==> config.mk <==
export PLATFORM = sky130hd
export DESIGN_NAME = cmd_sender_flat
export DESIGN_NICKNAME = d
export VERILOG_FILES = /design/src/rtl/cmd_tx_pkg.sv /design/src/rtl/cmd_sender_if.sv /design/src/rtl/UART_tx.sv /design/src/rtl/cmd_sender.sv /design/src/flat_wrapper.sv
export SDC_FILE = /design/constraint.sdc
export NUM_CORES = 1
export LEC_CHECK = 0
export ABC_CLOCK_PERIOD_IN_PS = 4600
export CAP_MARGIN = 20
export CORE_MARGIN = 2
export CORE_UTILIZATION = 35
export CTS_CLUSTER_DIAMETER = 30
export DETAILED_ROUTE_END_ITERATION = 6
export PLACE_DENSITY_LB_ADDON = 0.08
export SYNTH_ARGS = -nofsm -noshare
export SYNTH_HDL_FRONTEND = slang
export SYNTH_SLANG_ARGS = --single-unit
==> constraint.sdc <==
create_clock -name clk -period 4.6 [get_ports clk]
set_input_delay 0.92 -clock clk [delete_from_list [all_inputs] [get_ports clk]]
set_output_delay 0.92 -clock clk [all_outputs]
set_load 0.03 [all_outputs]
==> src/rtl/cmd_tx_pkg.sv <==
// Shared types and constants for the command transmit path.
package cmd_tx_pkg;

  // GAP keeps its encoding even when the inter-frame gap is compiled out
  typedef enum logic [1:0] {
    IDLE = 2'd0,
    HIGH = 2'd1,
    GAP  = 2'd2,
    LOW  = 2'd3
  } state_e;

  localparam int   FRAME_BITS = 10;
  localparam logic START_BIT  = 1'b0;
  localparam logic STOP_BIT   = 1'b1;

  // Bits needed to hold div-1 (the baud counter reload value)
  function automatic int cnt_width(input int div);
    return (div <= 2) ? 1 : $clog2(div);
  endfunction

endpackage

==> src/rtl/cmd_sender_if.sv <==
// Host-side command handshake plus the serial line.
interface cmd_sender_if;
  logic        snd_cmd;
  logic [15:0] cmd;
  logic        TX;
  logic        tx_busy;
  logic        cmd_snt;

  modport master (output snd_cmd, cmd, input TX, tx_busy, cmd_snt);
  modport slave  (input snd_cmd, cmd, output TX, tx_busy, cmd_snt);
endinterface

==> src/rtl/UART_tx.sv <==
// Single-byte 8N1 transmitter. A trmt pulse loads a frame; tx_done pulses on
// the last clock of the stop bit, so a new trmt on that same clock chains the
// next frame with no idle gap.
module UART_tx
  import cmd_tx_pkg::*;
#(
  parameter int BAUD_DIV = 2604
) (
  input  logic       clk,
  input  logic       rst,
  input  logic       trmt,
  input  logic [7:0] tx_data,
  output logic       TX,
  output logic       tx_done
);

  localparam int            CW       = cnt_width(BAUD_DIV);
  localparam logic [CW-1:0] BAUD_MAX = CW'(BAUD_DIV - 1);
  localparam logic [3:0]    LAST_BIT = 4'(FRAME_BITS - 1);

  logic                  busy_q, busy_d;
  logic [CW-1:0]         baud_q, baud_d;
  logic [3:0]            bit_q, bit_d;
  logic [FRAME_BITS-1:0] shift_q, shift_d;
  logic                  bit_end;

  assign bit_end = busy_q && (baud_q == '0);
  assign tx_done = bit_end && (bit_q == LAST_BIT);
  // Line is the shift register's LSB, so TX comes straight from a flop
  assign TX      = shift_q[0];

  // Load / count-down / shift-out sequencing
  always_comb begin
    busy_d  = busy_q;
    baud_d  = baud_q;
    bit_d   = bit_q;
    shift_d = shift_q;
    if (trmt) begin
      busy_d  = 1'b1;
      baud_d  = BAUD_MAX;
      bit_d   = 4'd0;
      shift_d = {STOP_BIT, tx_data, START_BIT};
    end else if (bit_end) begin
      baud_d  = BAUD_MAX;
      shift_d = {STOP_BIT, shift_q[FRAME_BITS-1:1]};
      if (bit_q == LAST_BIT) begin
        busy_d = 1'b0;
        bit_d  = 4'd0;
      end else begin
        bit_d = bit_q + 4'd1;
      end
    end else if (busy_q) begin
      baud_d = baud_q - 1'b1;
    end
  end

  // State registers; reset abandons any frame and idles the line high
  always_ff @(posedge clk or posedge rst) begin
    if (rst) begin
      busy_q  <= 1'b0;
      baud_q  <= '0;
      bit_q   <= 4'd0;
      shift_q <= '1;
    end else begin
      busy_q  <= busy_d;
      baud_q  <= baud_d;
      bit_q   <= bit_d;
      shift_q <= shift_d;
    end
  end

endmodule

==> src/rtl/cmd_sender.sv <==
// Sends a 16-bit command as two 8N1 frames, high byte first.
// Optional macro CMD_TX_GAP_EN inserts one idle bit time between the frames.
module cmd_sender
  import cmd_tx_pkg::*;
#(
  parameter int BAUD_DIV = 2604
) (
  input  logic         clk,
  input  logic         rst,
  cmd_sender_if.slave  bus
);

`ifdef CMD_TX_GAP_EN
  localparam int            CW       = cnt_width(BAUD_DIV);
  localparam logic [CW-1:0] BAUD_MAX = CW'(BAUD_DIV - 1);
  logic [CW-1:0] gap_q, gap_d;
`endif

  state_e      state_q, state_d;
  logic [15:0] cmd_hold_q, cmd_hold_d;
  logic        cmd_snt_q, cmd_snt_d;
  logic        tx_busy_q, tx_busy_d;
  logic        launch_q, launch_d;
  logic        chain;
  logic        trmt;
  logic [7:0]  tx_data;
  logic        tx_done;

  // launch_q starts the high frame one cycle after acceptance; chain starts
  // the low frame exactly when the previous frame (or gap) ends
  assign trmt        = launch_q | chain;
  assign tx_data     = launch_q ? cmd_hold_q[15:8] : cmd_hold_q[7:0];
  assign bus.tx_busy = tx_busy_q;
  assign bus.cmd_snt = cmd_snt_q;

  UART_tx #(.BAUD_DIV(BAUD_DIV)) u_tx (
    .clk     (clk),
    .rst     (rst),
    .trmt    (trmt),
    .tx_data (tx_data),
    .TX      (bus.TX),
    .tx_done (tx_done)
  );

  // Byte-sequencing FSM: next state, flags and frame launch
  always_comb begin
    state_d    = state_q;
    cmd_hold_d = cmd_hold_q;
    cmd_snt_d  = cmd_snt_q;
    tx_busy_d  = tx_busy_q;
    launch_d   = 1'b0;
    chain      = 1'b0;
`ifdef CMD_TX_GAP_EN
    gap_d      = gap_q;
`endif
    case (state_q)
      IDLE: begin
        if (bus.snd_cmd) begin
          cmd_hold_d = bus.cmd;
          cmd_snt_d  = 1'b0;
          tx_busy_d  = 1'b1;
          launch_d   = 1'b1;
          state_d    = HIGH;
        end
      end
      HIGH: begin
        if (tx_done) begin
`ifdef CMD_TX_GAP_EN
          state_d = GAP;
          gap_d   = BAUD_MAX;
`else
          state_d = LOW;
          chain   = 1'b1;
`endif
        end
      end
`ifdef CMD_TX_GAP_EN
      GAP: begin
        // Transmitter is idle here, so the line sits high for BAUD_DIV clocks
        if (gap_q == '0) begin
          state_d = LOW;
          chain   = 1'b1;
        end else begin
          gap_d = gap_q - 1'b1;
        end
      end
`endif
      LOW: begin
        if (tx_done) begin
          cmd_snt_d = 1'b1;
          tx_busy_d = 1'b0;
          state_d   = IDLE;
        end
      end
      default: state_d = IDLE;
    endcase
  end

  // FSM and flag registers
  always_ff @(posedge clk or posedge rst) begin
    if (rst) begin
      state_q    <= IDLE;
      cmd_hold_q <= '0;
      cmd_snt_q  <= 1'b0;
      tx_busy_q  <= 1'b0;
      launch_q   <= 1'b0;
`ifdef CMD_TX_GAP_EN
      gap_q      <= '0;
`endif
    end else begin
      state_q    <= state_d;
      cmd_hold_q <= cmd_hold_d;
      cmd_snt_q  <= cmd_snt_d;
      tx_busy_q  <= tx_busy_d;
      launch_q   <= launch_d;
`ifdef CMD_TX_GAP_EN
      gap_q      <= gap_d;
`endif
    end
  end

endmodule

==> src/flat_wrapper.sv <==
// flat-port wrapper written by rule: the top's interface ports become plain ports
module cmd_sender_flat import cmd_tx_pkg::*;
#(
  parameter int BAUD_DIV = 2604
)
  (clk, rst, bus_snd_cmd, bus_cmd, bus_TX, bus_tx_busy, bus_cmd_snt);
  cmd_sender_if bus_i ();
  input  logic clk;
  input  logic rst;
  input wire logic [$bits(bus_i.snd_cmd)-1:0] bus_snd_cmd;
  input wire logic [$bits(bus_i.cmd)-1:0] bus_cmd;
  output wire logic [$bits(bus_i.TX)-1:0] bus_TX;
  output wire logic [$bits(bus_i.tx_busy)-1:0] bus_tx_busy;
  output wire logic [$bits(bus_i.cmd_snt)-1:0] bus_cmd_snt;
  assign bus_i.snd_cmd = bus_snd_cmd;
  assign bus_i.cmd = bus_cmd;
  assign bus_TX = bus_i.TX;
  assign bus_tx_busy = bus_i.tx_busy;
  assign bus_cmd_snt = bus_i.cmd_snt;
  cmd_sender #(.BAUD_DIV(BAUD_DIV)) u_core (.clk(clk), .rst(rst), .bus(bus_i));
endmodule
**Yosys cells after proc, flatten, opt, wreduce, memory -nomap -nowiden**

Cells that the tools add are included.

- Input port bits: 19
- Bits in registers: 48
- Output and inout bits: 3

- Equality and inequality tests: 6
- Bitwise logic cells: 1
- $add $sub $neg: 2
- Muxes and demuxes: 26
- Reductions and logical operators: 12

Operator list:

| operator | count |
|---|---|
| 12-bit two-way mux | 3 |
| 10-bit two-way mux | 2 |
| 12-bit zero test | 1 |
| 4-bit two-way mux | 3 |
| 12-bit by 1-bit subtractor with 12-bit output (second input constant) | 1 |
| 1-bit two-way mux | 11 |
| 8-bit two-way mux | 1 |
| 2-bit two-way mux | 3 |
| 2-bit case mux with 3 select lines | 1 |
| 3-bit AND reduction | 2 |
| 2-bit nonzero test | 3 |
| 4-bit by 1-bit adder with 4-bit output (second input constant) | 1 |
| 4-bit equality test (second input constant) | 1 |
| 2-bit by 1-bit inequality test with 1-bit output (second input constant) | 2 |
| 1-bit case mux with 2 select lines | 2 |
| 2-bit AND reduction | 2 |
| 3-bit nonzero test | 1 |
| 2-bit by 1-bit equality test with 1-bit output (second input constant) | 1 |
| 2-bit equality test (second input constant) | 1 |
| 1-bit logical AND | 2 |
| 2-bit zero test | 1 |
| 2-bit inequality test (second input constant) | 1 |
| 1-bit bitwise OR | 1 |

**Longest topological paths before layout**

- Depth after elaboration: 8
- Depth in mapped cells: 8

**Hierarchy**

Synthesis repeated with hierarchy kept, for this count alone.

- Cell total of the unflattened synthesis: 197
- Area total of the unflattened synthesis: 2318.5 um2

By module, submodules not included:

| module | area an instance (um2) | cells each | times used | seq. area each (um2) |
|---|---|---|---|---|
| UART_tx | 1361.3 | 134 | 1 | 661.9 |
| cmd_sender | 957.2 | 63 | 1 | 525.5 |

**Worst setup path after synthesis**

OpenSTA, ideal clock, no wires.

- Path type: input to register
- From: in bus_snd_cmd
- To: reg u_core.cmd_hold_q[5]
- Arrival: 1846 ps
- Stages: 4
- Setup slack: 2629 ps
- Required time: 4475 ps
- Path buffers: 1
- Library setup time: 125 ps
- Path through: nand2b_1 nor2_2 buf_2 mux2_2

- Word-level cells in the longest chain between the ends: 1

RTL lines:

| item | RTL line | RTL |
|---|---|---|
| from (decl) | flat_wrapper.sv:10 | `input wire logic [$bits(bus_i.snd_cmd)-1:0] bus_snd_cmd;` |
| 2-bit AND reduction (no line) | - |  |
| to (signal assigned) | cmd_sender.sv:112 | `cmd_hold_q <= cmd_hold_d;` |
| to (decl) | cmd_sender.sv:20 | `logic [15:0] cmd_hold_q, cmd_hold_d;` |

No other way between the ends.
A chain may end at the register's enable or synchronous reset.

**Worst setup path in the final report**

- From: reg u_core.u_tx.baud_q[0]
- To: reg u_core.u_tx.shift_q[2]

- Word-level cells in the longest chain between the ends: 7
- Elaborated cells on any way between the ends: 8
- Classes of those cells: mux: 3; bitwise: 1; reduce/logical: 4

RTL lines:

| item | RTL line | RTL |
|---|---|---|
| from (decl) | UART_tx.sv:22 | `logic [CW-1:0] baud_q, baud_d;` |
| from (signal assigned) | UART_tx.sv:66 | `baud_q <= baud_d;` |
| 12-bit zero test (*) | UART_tx.sv:27 | `assign bit_end = busy_q && (baud_q == '0);` |
| 1-bit logical AND (*) | UART_tx.sv:27 |  |
| 1-bit logical AND | UART_tx.sv:28 | `assign tx_done = bit_end && (bit_q == LAST_BIT);` |
| 1-bit two-way mux | cmd_sender.sv:67 | `if (tx_done) begin` |
| 1-bit two-way mux | cmd_sender.sv:56 | `case (state_q)` |
| 1-bit bitwise OR | cmd_sender.sv:31 | `assign trmt = launch_q \| chain;` |
| 10-bit two-way mux or 2-bit nonzero test (tied branches) | - |  |
| to (signal assigned) | UART_tx.sv:68 | `shift_q <= shift_d;` |
| to (decl) | UART_tx.sv:24 | `logic [FRAME_BITS-1:0] shift_q, shift_d;` |

Mark *: on every way between the ends. The rest lies on a longest branch, timed or not.

==> impl_metrics.csv <==
group,metric,value,unit
run_status,outcome,"finished clean",
power_and_ir_drop,combinationalPowerShare,18.4,%
floorplanning,dieWidth,84.29,um
hold_path,hp-class,"flip-flop to flip-flop",
drt,firstDrtPassIters,4,
power_and_ir_drop,switchingPower,0.0002985,W
power_and_ir_drop,p_int,0.0007100,W
layout,diodes,0,
grt,grt_pass1_wl,7.734,mm
clock_network,root_buffer,"clkbuf_8",
drt,wire_per_inst,14.43,um
layout,final_area,2630,um^2
drt,vias,1571,
critical_path,cp_num_buf_inv,1,
critical_path,cp_max_fo,22,
clock_network,cts_buffers,5,
grt,grt_usage,13.42,%
grt,grt_pass1_vias,1697,
sta,setup_tns,0,ns
logic_synthesis,synthesis.area,2256,um^2
sta,period_minus_slack,2.557,ns
drt,vias_per_cell,5.237,
floorplanning,design.die.area,7104,um^2
critical_path,cp_slowest_stage_delay,0.77,ns
place,place_area,2515,um^2
sta,tightest_slew,0.9745,ns
layout,syn_to_final_growth,16.58,%
floorplanning,core-area,6277,um^2
power_and_ir_drop,seqPwrFrac,55.3,%
logic_synthesis,yosysWarningCount,0,
drt,ant_nets,0,
sta,relSlewSlack,34.84,%
grt,grt_overflow,0,
clock_network,cts_tree,"done",
power_and_ir_drop,p_leak,1.060,nW
hold_path,hold-path-cell-count,1,
critical_path,worstSetupStartpointType,"flip-flop",
sta,hold_viol,0,
critical_path,startpoint,"u_core.u_tx.baud_q[0]",
critical_path,crit_type,"flip-flop to flip-flop",
place,pre_cts_slack,1.879,ns
drt,routed_wl,4.329,mm
critical_path,crit_end,"u_core.u_tx.shift_q[2]",
clock_network,cts.sinks,47,
place,place_hpwl,2.922,mm
place,gp_routability_congestion,0.7521,
logic_synthesis,seq_area_frac_synth,52.63,%
sta,fmax,0.3910,GHz
critical_path,r2r-end,"u_core.u_tx.shift_q[2]",
sta,rsz0062_at_grt,"false",
grt,grt_max_degree,48,
sta,setup_ws,2.043,ns
critical_path,r2r_start,"u_core.u_tx.baud_q[0]",
layout,final_common_cell,"dfrtp_1",
clock_network,postCtsSetupBuffers,0,
critical_path,crit_chain,"inv_1 > ha_1 > and4bb_1 > nand4_1 > o41ai_1 > nor3_1",
clock_network,clock_path_buffers,2,
logic_synthesis,syn_nets,226,
flow_run,cap_viol_max_count,0,
logic_synthesis,synth-seq-cells,47,
critical_path,crit_family,"simple AND/OR/NAND/NOR gates",
critical_path,slowest_stage,"nand4_1",
drt,route.met2.wl,2.100,mm
logic_synthesis,synth_area_leaders,"dfrtp_1, dfstp_2, mux2_2",
clock_network,cts_resized,0,
critical_path,end_kind,"flip-flop",
drt,wl_met3,117,um
sta,drv_slew,0,
layout,layout_common_cells,"dfrtp_1, clkdlybuf4s50_1, nor3_1",
logic_synthesis,synth_top_cell_area_share,42.15,%
sta,fin_skew,0.009384,ns
clock_network,path_clk_slew,0.09,ns
drt,drc_errors,0,
power_and_ir_drop,powerDensity,383.4,nW/um^2
critical_path,required,4.82,ns
floorplanning,rows,29,
power_and_ir_drop,clock_power_share,26.3,%
clock_network,worstSkewPairLatency,0.31,ns
critical_path,cp_num_cells,6,
drt,top_layer,"met4",
grt,antenna_found_initial,0,
layout,nets,245,
drt,wl_met1,2.037,mm
floorplanning,die_h,84.29,um
floorplanning,initial_core_util,35.94,%
logic_synthesis,synthCells,203,
clock_network,cts_max_level,2,
critical_path,worst_r2r_path_depth,6,
sta,finalSetupViolCount,0,
sta,fin_crit_sh,55.60,%
layout,layout-drive-gt1-share,16.14,%
logic_synthesis,yosysUniqueCellTypes,46,
logic_synthesis,synth_largest_area_cell,"dfrtp_1",
logic_synthesis,synth.avg_cell_area,11.11,um^2
critical_path,ff2ff_setup_slack,2.04,ns
power_and_ir_drop,peakVddDrop,169.9,uV
clock_network,ctsHoldBuffers,0,
floorplanning,io-pin-count,22,
power_and_ir_drop,p_sw_share,29.60,%
sta,hold_slack,0.4791,ns
critical_path,crit_arrival,2.78,ns
drt,drt_iter0_drc,58,
place,port_buffers,21,
-- registers in the layout (all words and copies together), names as in the netlist --
signal,flops
u_core.u_tx.busy_q,1
u_core.launch_q,1
u_core.u_tx.baud_q,12
u_core.bus.tx_busy,1
u_core.state_q,2
u_core.bus.cmd_snt,1
u_core.cmd_hold_q,16
u_core.u_tx.bit_q,4
u_core.u_tx.shift_q,9
-- synthesized netlist by cell type, drive strengths merged --
master   instances
o21ai            4
and4bb           1
o41ai            6
and3             1
mux2i            2
o2bb2ai          1
nor2            13
a221o            1
inv              5
a41oi            1
nand2b          10
a31o             1
nand3            4
nand4b           2
xor2             7
or4              1
a22oi            1
clkbuf           7
nand2           13
o21a             1
and4             1
a21oi            7
o31ai            4
nor3            17
ha               4
buf              4
o21bai           1
xnor2            1
o211ai           1
a311oi           1
o21ba            2
mux2            16
nor4             8
dfstp            9
dfrtp           38
nand4            3
nor2b            1
or3              3
-- layout make-up --
class                      instances  area, um^2
inverter                           5       18.77
sequential                        47        1187
multi-input combinational        140       994.7
clock buffer                       7       86.33
tap                               77       96.34
clock inverter                     1       8.758
timing repair buffer              23       237.7
fill                             611        3647
-- metrics by stage --
stage               std cells  utilization, %  total power, W
global placement          291           40.06       0.0007450
global route              300           41.90        0.001079
floorplan                 203               -       0.0006930
finish                    300           41.90        0.001008
CTS                       299           41.58        0.001023
detailed placement        291           40.06       0.0007520
-- cell families (layout without fill, tap and decap cells) --
family | Yosys count | after routing | synth area share [%]
AOI/OAI and AO/OA | 32 | 32 | 10.32
xor gates and xnor gates | 8 | 8 | 3.106
muxes | 18 | 18 | 8.874
DFF | 47 | 47 | 52.63
buffers and inverters | 16 | 36 | 3.273
and+or+nand+nor | 78 | 78 | 19.58
adders and majority gates | 4 | 4 | 2.219
-- power by group through the flow --
stage	sequential (W)	combinational (W)	clock [W]
after floorplan	0.000552	0.000141	0
after global placement	0.000564	0.000181	0
after detailed placement	0.000566	0.000186	0
after CTS	0.000558	0.000187	0.000278
after global routing	0.000569	0.000214	0.000297
final	0.000558	0.000186	0.000265
-- worst min path at each step --
stage | from | end | slack, ns
after CTS | u_core.cmd_hold_q[10] | u_core.cmd_hold_q[10] | 0.49
final | u_core.cmd_hold_q[10] | u_core.cmd_hold_q[10] | 0.48
after global routing | u_core.cmd_hold_q[15] | u_core.u_tx.shift_q[8] | 0.51
after floorplan | u_core.cmd_hold_q[15] | u_core.u_tx.shift_q[8] | 0.44
after global placement | u_core.cmd_hold_q[10] | u_core.cmd_hold_q[10] | 0.46
after detailed placement | u_core.cmd_hold_q[10] | u_core.cmd_hold_q[10] | 0.47
-- layer usage --
layer / global-route usage [%] / vias to the layer above
met3: 2.655 / 9
met5: 0 / -
li1: - / 780
met2: 22.87 / 18
met4: 5.279 / 0
met1: 16.75 / 764
Note: power is estimated with default switching activity, not from simulation.
